### config.mk
export PLATFORM = sky130hd
export DESIGN_NAME = eq_serial_arb
export DESIGN_NICKNAME = d
export VERILOG_FILES = /design/src/rtl/eq_ctrl_pkg.sv /design/src/rtl/eq2_cell.sv /design/src/rtl/eq_serial_arb.sv
export SDC_FILE = /design/constraint.sdc
export NUM_CORES = 1
export LEC_CHECK = 0
export BUFFER_PORTS_ARGS = -buffer_cell sky130_fd_sc_hd__buf_2
export CAP_MARGIN = 20
export CORE_MARGIN = 4
export CORE_UTILIZATION = 45
export DETAILED_ROUTE_END_ITERATION = 10
export PLACE_DENSITY = 0.86
export SLEW_MARGIN = 30
export SYNTH_ARGS = -nofsm -noshare
export SYNTH_HDL_FRONTEND = slang
export SYNTH_SLANG_ARGS = --single-unit
export TNS_END_PERCENT = 20
### constraint.sdc
create_clock -name clk -period 1.5 [get_ports clk]
set_clock_uncertainty 0.15 [all_clocks]
set_input_delay 0 -clock clk [delete_from_list [all_inputs] [get_ports clk]]
set_output_delay 0 -clock clk [all_outputs]
set_load 0.01 [all_outputs]
### src/rtl/eq_ctrl_pkg.sv
// eq_ctrl_pkg: shared state encoding and client ids for the serial equality arbiter
package eq_ctrl_pkg;
    localparam logic [1:0] IDLE = 2'd0;
    localparam logic [1:0] CMP  = 2'd1;
    localparam logic [1:0] DONE = 2'd2;
    localparam logic CLIENT0 = 1'b0;
    localparam logic CLIENT1 = 1'b1;
endpackage

### src/rtl/eq2_cell.sv
// eq2_cell: combinational 2-bit equality written as a sum of products
module eq2_cell (
    input  logic [1:0] a,
    input  logic [1:0] b,
    output logic       eq
);
    // true for each of the four matching bit patterns
    always_comb begin
        eq = (~a[1] & ~b[1] & ~a[0] & ~b[0])
           | (~a[1] & ~b[1] &  a[0] &  b[0])
           | ( a[1] &  b[1] & ~a[0] & ~b[0])
           | ( a[1] &  b[1] &  a[0] &  b[0]);
    end
endmodule

### src/rtl/eq_serial_arb.sv
// eq_serial_arb: round-robin shared serial equality engine, 2 bits per cycle, early exit on mismatch
module eq_serial_arb
    import eq_ctrl_pkg::*;
#(
    parameter int W = 8
) (
    input  logic         clk,
    input  logic         reset,
    input  logic         req0,
    input  logic [W-1:0] a0,
    input  logic [W-1:0] b0,
    input  logic         req1,
    input  logic [W-1:0] a1,
    input  logic [W-1:0] b1,
    output logic         gnt0,
    output logic         gnt1,
    output logic         done0,
    output logic         done1,
    output logic         aeqb,
    output logic         busy
);
    localparam int S = W / 2;
    localparam int CW = (S > 1) ? $clog2(S) : 1;
    localparam logic [CW-1:0] LAST_SLICE = CW'(S - 1);

    logic [1:0]    state;
    logic [W-1:0]  sh_a;
    logic [W-1:0]  sh_b;
    logic [CW-1:0] cnt;
    logic          owner;
    logic          last;
    logic          eq_slice;
    logic          win;

    eq2_cell u_eq2 (
        .a  (sh_a[1:0]),
        .b  (sh_b[1:0]),
        .eq (eq_slice)
    );

    // winner: the lone requester, or the one that was not served last
    always_comb begin
        win = (req0 & req1) ? ~last : req1;
    end

    // arbitration, serial compare and result capture; aeqb only moves on entry to DONE
    always_ff @(posedge clk) begin
        if (reset) begin
            state <= IDLE;
            sh_a  <= '0;
            sh_b  <= '0;
            cnt   <= '0;
            owner <= CLIENT0;
            last  <= CLIENT1;
            aeqb  <= 1'b0;
        end else begin
            case (state)
                IDLE: if (req0 | req1) begin
                    sh_a  <= win ? a1 : a0;
                    sh_b  <= win ? b1 : b0;
                    cnt   <= '0;
                    owner <= win;
                    last  <= win;
                    state <= CMP;
                end
                CMP: if (!eq_slice || cnt == LAST_SLICE) begin
                    aeqb  <= eq_slice;
                    state <= DONE;
                end else begin
                    sh_a <= sh_a >> 2;
                    sh_b <= sh_b >> 2;
                    cnt  <= cnt + 1'b1;
                end
                default: state <= IDLE;
            endcase
        end
    end

    // grant pulses on the first CMP cycle, done pulses in DONE, both steered by owner
    always_comb begin
        gnt0  = (state == CMP) && (cnt == '0) && (owner == CLIENT0);
        gnt1  = (state == CMP) && (cnt == '0) && (owner == CLIENT1);
        done0 = (state == DONE) && (owner == CLIENT0);
        done1 = (state == DONE) && (owner == CLIENT1);
        busy  = (state != IDLE);
    end
endmodule

# Word level (Yosys, flattened, before mapping)
# Index checks and enable logic that the tools add are counted.
# word_totals
ff_bits	23
latch_bits	0
mem_bits_rw	0
rom_bits	0
in_bits	36
out_inout_bits	6
word_cells	65
n_memories	0
# op_classes
add_sub_neg	1
multipliers	0
n_div	0
order_cmp	0
n_eq_ne	6
shifts	0
mux	15
bitwise	21
n_reduce_logical	15
# op_table
cell	n
$mux 8	6
$pmux 8 s2	2
$and 1x1->1	11
$mux 2	4
$pmux 2 s2	2
$ne 2x2->1 const B	3
$not 1->1	6
$reduce_and 2->1	3
$logic_and 1x1->1	5
$eq 2x2->1 const B	2
$logic_not 2->1	2
$or 1x1->1	4
$reduce_bool 2->1	2
$reduce_and 3->1	1
$add 2x1->2 const B	1
$eq 2x1->1 const B	1
$logic_not 1->1	1
$logic_or 1x1->1	1
$mux 1	1

# Logic depth before layout (Yosys ltp)
# Gate-level depths: netlist (run 1).
# depth
depth_word	11
depth_mapped	7
mapped_depth_nobuf	4

# Modules after synthesis
# Synthesis (run 1) repeated with hierarchy kept, for this count alone.
# hier_totals
cells_unflattened	137
area_unflattened_um2	1179.9
# by_module_without_submodules
module	instances	cells_per_inst	area_each_um2	seq_area_each_um2
eq_serial_arb	1	134	1158.6	460.4
eq2_cell	1	3	21.3	0.0

# Least setup slack after synthesis (run 1)
# OpenSTA, ideal clock, no wires.
# synth_path
kind	flip-flop to flip-flop
start	reg cnt[0]
end	reg sh_a[0]
t_arrival_ns	1.384
t_required_ns	1.278
path_slack_ns	-0.106
path_stages_with_launch	7
cell_sequence	dfxtp_1 -> ha_1 -> and4b_4 -> nand2b_4 -> buf_6 -> buf_12 -> mux2i_1
# synth_via
elab_chain_len	4
# synth_lines
item	line	rtl
start, declared	eq_serial_arb.sv:29	logic [CW-1:0] cnt;
start signal, assigned	eq_serial_arb.sv:72	cnt <= cnt + 1'b1;
$eq 2x2->1	eq_serial_arb.sv:66	CMP: if (!eq_slice || cnt == LAST_SLICE) begin
$logic_or 1x1->1	eq_serial_arb.sv:66	
$ne 2x2->1 (no source line)	n/a	
$reduce_and 3->1 (no source line)	n/a	
end signal, assigned	eq_serial_arb.sv:59	sh_a <= win ? a1 : a0;
end signal, assigned	eq_serial_arb.sv:70	sh_a <= sh_a >> 2;
end, declared	eq_serial_arb.sv:27	logic [W-1:0] sh_a;
# No other way between the ends.
# A chain may end at the register's enable or synchronous reset.

# Worst setup path in the final report (run 1)
# layout_path
start	reg cnt[1]
end	reg sh_a[3]
# The elaborated chain is that of the path after synthesis.

==> impl_metrics.toml, run 1 <==
[cells_and_area]
nFillCells = 223
post_layout_nonfiller_instances = 265
n_antenna_cell = 0
final_cell_mix = "buf_2 (41), dlygate4sd3_1 (35), dfxtp_1 (19)"
syn_to_final_growth_pct = 54.40
drive_above_1_share_pct = 30.34
layout.nets = 273
final_common_cell = "buf_2"
fin_area_mm2 = 0.002063
multi_input_area_um2 = 838.3
seq_area_um2 = 467.9
final_util_pct = 73.55

[synthesis]
synthArstFlopShare_pct = 0
syn_inst = 152
netlist_area_mm2 = 0.001336
yosysUniqueCellTypes = 34
synthFlopType = "dfxtp_1"
ys_ff_latch = 23
syn_area_per_cell_um2 = 8.791
synth-edff-count = 0
ys_warn_count = 0
synth_fp_nets = 190
synth.yosys.seq_area_share_pct = 34.46

[job]
drv_cap = 0

[routing]
drt-initial-drc-count = 77
drt_first_pass_iters = 4
num_vias = 1459
drc = 0
wl_per_cell_um = 15.87
drtAntennaViolNets = 0
routed_via_density = 5.506
wl_um = 4205

[power]
switching_share_pct = 38.52
pwr-share-comb_pct = 52.7
p_leak_uw = 0.0009858
clockPowerShare_pct = 11.6
powerDensity_mw_per_mm2 = 1296
p_switching_uw = 1030
power.internal_uw = 1644
max-vdd-ir-drop_mv = 0.6710
seqPwrFrac_pct = 35.6

[placed_design]
port_buffers = 41
placed_cell_area_mm2 = 0.001622
dp_hpwl_um = 2300
dp.cells = 224
gp_congestion = 0.7910

[timing]
period_share_pct = 102.2
min_period_ps = 1533
worst_slack_ps = -32.99
max_clock_freq_ghz = 0.6523
tightestPinTransition_ps = 363.9
finalMaxSlewViolations = 0
slew-limit-headroom_pct = 75.74
fin_setup_tns_ps = -58.47
whs_ps = 335.5
setup_viol = 4
hold_viol_final = 0
rsz0062_at_grt = "yes"

[global_route]
grt_pass1_vias = 1474
grt_util_met2_pct = 38.22
grt_util_all_layers_pct = 22.50
gr-usage-met1_pct = 26.45
grtUsageMet3_pct = 4.137
antenna_found_initial = 0
grt_remaining_overflow = 0
grt_max_degree = 23
busiest_layer = "met2"
grt_pass1_wl_um = 7010

[clocking]
h-tree-depth = 1
cts_buffers = 3
cts-root-buf = "clkbuf_4"
clkLatencyLatePin_ps = 340
clkSlewWorstSetupHoldPaths_ps = 130
cts_tree = "yes"
cts_sinks = 23
clk_path_buf_depth = 2

[floorplan]
die_w_um = 62.50
core_region_area_mm2 = 0.002805
io_pins = 42
die_y_um = 62.50
start_util_pct = 47.64
die_area_mm2 = 0.003906
rows = 19

[critical_path]
cp_cell_sequence = "ha_4 > and4b_4 > nand2b_4 > mux2i_1"
worstSetupStartpointType = "flip-flop"
rrSetupSlack_ps = -30
crit_required_ps = 1620
cp.arrival_ps = 1650
critPathSlowestCell = "dfxtp_2"
reg2regPathDepth = 4
critPathCapture = "sh_a[3]"
timing.rr.start = "cnt[1]"
crit_type = "flip-flop to flip-flop"
critPathMaxFanout = 7
end_kind = "flip-flop"
max_stage_delay_ps = 360
setup.worst_path.start = "cnt[1]"
worstReg2RegEnd = "sh_a[3]"

[hold_path]
hold_class = "flip-flop to flip-flop"

[outcome]
violations = "setup timing"
outcome = "finished, violations left"
Yosys cell counts, types with 2 or more instances:
cell | instances | share of area [%]
o2bb2ai_1 | 4 | 2.6
dfxtp_1 | 23 | 34
mux2i_1 | 16 | 12
buf_6 | 2 | 1.7
nor2b_1 | 2 | 0.94
ha_1 | 2 | 1.9
nand2b_1 | 13 | 6.1
xnor2_1 | 2 | 1.3
inv_1 | 3 | 0.84
clkbuf_1 | 3 | 0.84
a21oi_1 | 14 | 5.2
nand2_1 | 16 | 4.5
nor2_1 | 17 | 4.8
a211o_1 | 12 | 7.9
buf_2 | 4 | 1.5
flip-flops by register name, indices dropped and copies added, names as in the netlist:
name   count
aeqb       1
cnt        2
last       1
owner      1
sh_a       8
sh_b       8
state      2
power by group through the flow:
| stage | combinational, µW | sequential [µW] | clock, µW |
|---|---|---|---|
| 2_1_floorplan | 945 | 915 | 0 |
| 3_3_place_gp | 1160 | 936 | 0 |
| 3_5_place_dp | 1190 | 941 | 0 |
| 4_1_cts | 1300 | 930 | 299 |
| 5_1_grt | 1540 | 976 | 341 |
| 6_report | 1410 | 953 | 311 |
through the flow:
step | total power [µW] | setup slack, ps
floorplan | 1860 | -52.75
global placement | 2101 | 13.15
detailed placement | 2134 | -61.15
CTS | 2534 | -27.84
global route | 2854 | -70.46
finish | 2674 | -32.99
worst min-delay path by stage:
stage,from,to,cells after the start
final,sh_a[6],sh_a[6],1
after global routing,sh_a[2],sh_a[2],2
after CTS,a1[6],sh_a[6],4
after detailed placement,a1[6],sh_a[6],3
after global placement,a1[7],sh_a[7],3
after floorplan,a1[6],sh_a[6],2
cell families (layout without fill, tap and decap cells):
logic type	count (synthesis)	in the layout	synth area share, %
AOI/OAI and AO/OA	38	38	20.79
xor gates and xnor gates	2	2	1.311
adders and majority gates	2	2	1.872
buffers and inverters	13	94	6.367
DFF	23	23	34.46
muxes	16	16	11.98
and+or+nand+nor	58	59	23.22
layout make-up:
class / instances / share of cell area (%)
Timing Repair Buffer: 87 / 32.93
Inverter: 3 / 0.5458
Multi-Input combinational cell: 117 / 40.63
Tap cell: 31 / 1.880
Sequential cell: 23 / 22.68
Clock buffer: 3 / 1.092
Clock inverter: 1 / 0.2426
critical path, delay by kind of cell (launching register included):
kind,cells,cell delay (ps)
and+or+nand+nor,2,580
DFF,1,360
muxes,1,230
adders and majority gates,1,150
what timing repair did:
action,in CTS,in global routing
gates resized for setup,3,10
cloned,1,0
hold buffers,35,0
pin swaps,1,1
endpoints found under the hold margin,21,0
setup buffers,1,0
endpoints found under the setup margin,15,19
layer usage:
layer  vias to the layer above  wire [µm]
met3                        13        149
met4                         0        131
li1                        698          -
met1                       700       1743
met5                         -          0
met2                        48       2180
No activity file was read; power rests on OpenSTA's default activity.
==> inputs of run 2 (changes only) <==
--- a/config.mk
+++ b/config.mk
@@ -5,12 +5,13 @@
 export SDC_FILE = /design/constraint.sdc
 export NUM_CORES = 1
 export LEC_CHECK = 0
+export ABC_AREA = 1
 export BUFFER_PORTS_ARGS = -buffer_cell sky130_fd_sc_hd__buf_2
 export CAP_MARGIN = 20
 export CORE_MARGIN = 4
 export CORE_UTILIZATION = 45
 export DETAILED_ROUTE_END_ITERATION = 10
-export PLACE_DENSITY = 0.86
+export PLACE_DENSITY = 0.84
 export SLEW_MARGIN = 30
 export SYNTH_ARGS = -nofsm -noshare
 export SYNTH_HDL_FRONTEND = slang
==> impl_metrics.toml, run 2 <==
[outcome]
outcome = "finished clean"

[power]
p_leak_uw = 0.001117
powerDensity_mw_per_mm2 = 1036
p_total_uw = 2240
max-vdd-ir-drop_mv = 0.7719

[cells_and_area]
layout.nets = 348
drive_above_1_share_pct = 24.27
syn_to_final_growth_pct = 36.49
nFillCells = 290
final_util_pct = 64.29
final_common_cell = "nand2_1"
seq_area_um2 = 462.9
n_antenna_cell = 0
reg_top3 = "sh_a x8, sh_b x8"
fin_area_mm2 = 0.002162
multi_input_area_um2 = 890.9
final_cell_mix = "nand2_1 (65), buf_2 (41), inv_1 (34)"

[job]
drv_cap = 0

[clocking]
clkSlewWorstSetupHoldPaths_ps = 140
cts-root-buf = "clkbuf_4"
cts_tree = "yes"
h-tree-depth = 1
clkLatencyLatePin_ps = 320
clk_path_buf_depth = 2
cts_buffers = 3
cts_sinks = 23

[timing]
period_share_pct = 94.21
setup_viol = 0
max_clock_freq_ghz = 0.7076
worst_slack_ps = 86.82
slew-limit-headroom_pct = 64.79
finalMaxSlewViolations = 0
min_period_ps = 1413
hold_viol_final = 0
tightestPinTransition_ps = 527.5
whs_ps = 14.24

[synthesis]
synth_most_common_cell = "nand2_1"
syn_inst = 241
synth_fp_nets = 279
synth-edff-count = 0
netlist_area_mm2 = 0.001584
synth.yosys.seq_area_share_pct = 29.07
synth_top_area_share_pct = 29.07
syn_area_per_cell_um2 = 6.573
synth_commonest_cells = "nand2_1 (67), inv_1 (34), dfxtp_1 (23), a21oi_1 (22), nand3_1 (20)"
synthFlopType = "dfxtp_1"
synth_top_cell_by_area = "dfxtp_1"
yosys-top-cells-area = "dfxtp_1 (29%), nand2_1 (16%), inv_1 (8.1%)"
yosysUniqueCellTypes = 24
ys_warn_count = 0
synthArstFlopShare_pct = 0
ys_ff_latch = 23

[routing]
wl_per_cell_um = 12.82
wl_um = 4551
num_vias = 1796
drt_first_pass_iters = 4
routed_via_density = 5.059
drt-initial-drc-count = 138
drc = 0
drtAntennaViolNets = 0

[critical_path]
setup.worst_path.start = "cnt[0]"
worstReg2RegEnd = "sh_a[6]"
critPathCapture = "sh_a[6]"
critPathMaxFanout = 34
rrSetupSlack_ps = 90
cp.arrival_ps = 1480
worstSetupStartpointType = "flip-flop"
timing.rr.start = "cnt[0]"
end_kind = "flip-flop"
crit_required_ps = 1570
crit_type = "flip-flop to flip-flop"
reg2regPathDepth = 6

[floorplan]
rows = 21
core_region_area_mm2 = 0.003363
die_w_um = 67.33
die_area_mm2 = 0.004533
die_y_um = 67.33
start_util_pct = 47.10
io_pins = 42

[placed_design]
place_ws_ps = 99.85
placed_cell_area_mm2 = 0.001797
port_buffers = 41
gp_congestion = 0.8197
dp_hpwl_um = 2506

[global_route]
antenna_found_initial = 0
grt_pass1_wl_um = 7334
grt_util_all_layers_pct = 20.99
grt_remaining_overflow = 0
grt_pass1_vias = 1746
grt_max_degree = 36

[hold_path]
hold_class = "input port to flip-flop"
## run 2: changes by cell type after synthesis, sizes merged, moves of 14 or more
cell | previous run | this run
nand2 | 16 | 68
inv | 3 | 38
nand3 | 0 | 31
mux2i | 16 | 0
nand2b | 14 | 0
## run 2: worst min-delay path by stage
stage / startpoint / end / depth (start not counted)
after global routing: a1[0] / sh_a[0] / 6
after global placement: reset / sh_b[7] / 2
after floorplan: a0[7] / sh_a[7] / 2
final: a1[0] / sh_a[0] / 6
after CTS: a1[0] / sh_a[0] / 6
after detailed placement: reset / sh_b[7] / 2
## run 2: report_power, final
group	internal, µW	switching (µW)
clock	104	196
combinational	450	666
sequential	748	75.6
total	1300	938
## run 2: metal layers
metal	vias to the layer above	global-route usage, %	part of all wire [%]
met5	-	0	0
met4	0	8.354	2.9
met3	16	4.493	5.7
met2	71	39.39	51
met1	817	22.58	40
li1	892	-	-
## run 2: worst max-delay path: stages, from the launching register on
cell and delay, ps:
dfxtp_1 340, ha_1 180, inv_1 100, nand4_4 110, buf_12 190, a21oi_1 170
nor2_1 70
## run 2: layout make-up
| class | instances | share of cell area [%] |
|---|---|---|
| well taps | 46 | 2.662 |
| multi-input cells | 167 | 41.20 |
| repair buffers | 77 | 26.33 |
| inverters | 38 | 7.176 |
| clock buffers | 4 | 1.215 |
| flip-flops and latches | 23 | 21.41 |
## run 2: kinds of logic after synthesis
| kind of cell | count (synthesis) | synth area share [%] |
|---|---|---|
| buffers and inverters | 51 | 15.64 |
| adder cells (fa/ha/maj) | 2 | 1.580 |
| AO/OA/AOI/OAI | 28 | 9.163 |
| AND/OR/NAND/NOR | 137 | 44.55 |
| flip-flops | 23 | 29.07 |
## run 2: through the flow
stage,setup TNS (ps),instances
after floorplan,0,241
after global placement,0,320
after detailed placement,0,320
after CTS,0,355
after global routing,-2.853,355
final,0,355
## run 2: timing repair
item | CTS | global route
hold endpoints to repair | 20 | 0
setup endpoints to repair | 2 | 7
buffers inserted | 0 | 0
hold buffers | 31 | 0
resized for setup | 1 | 10
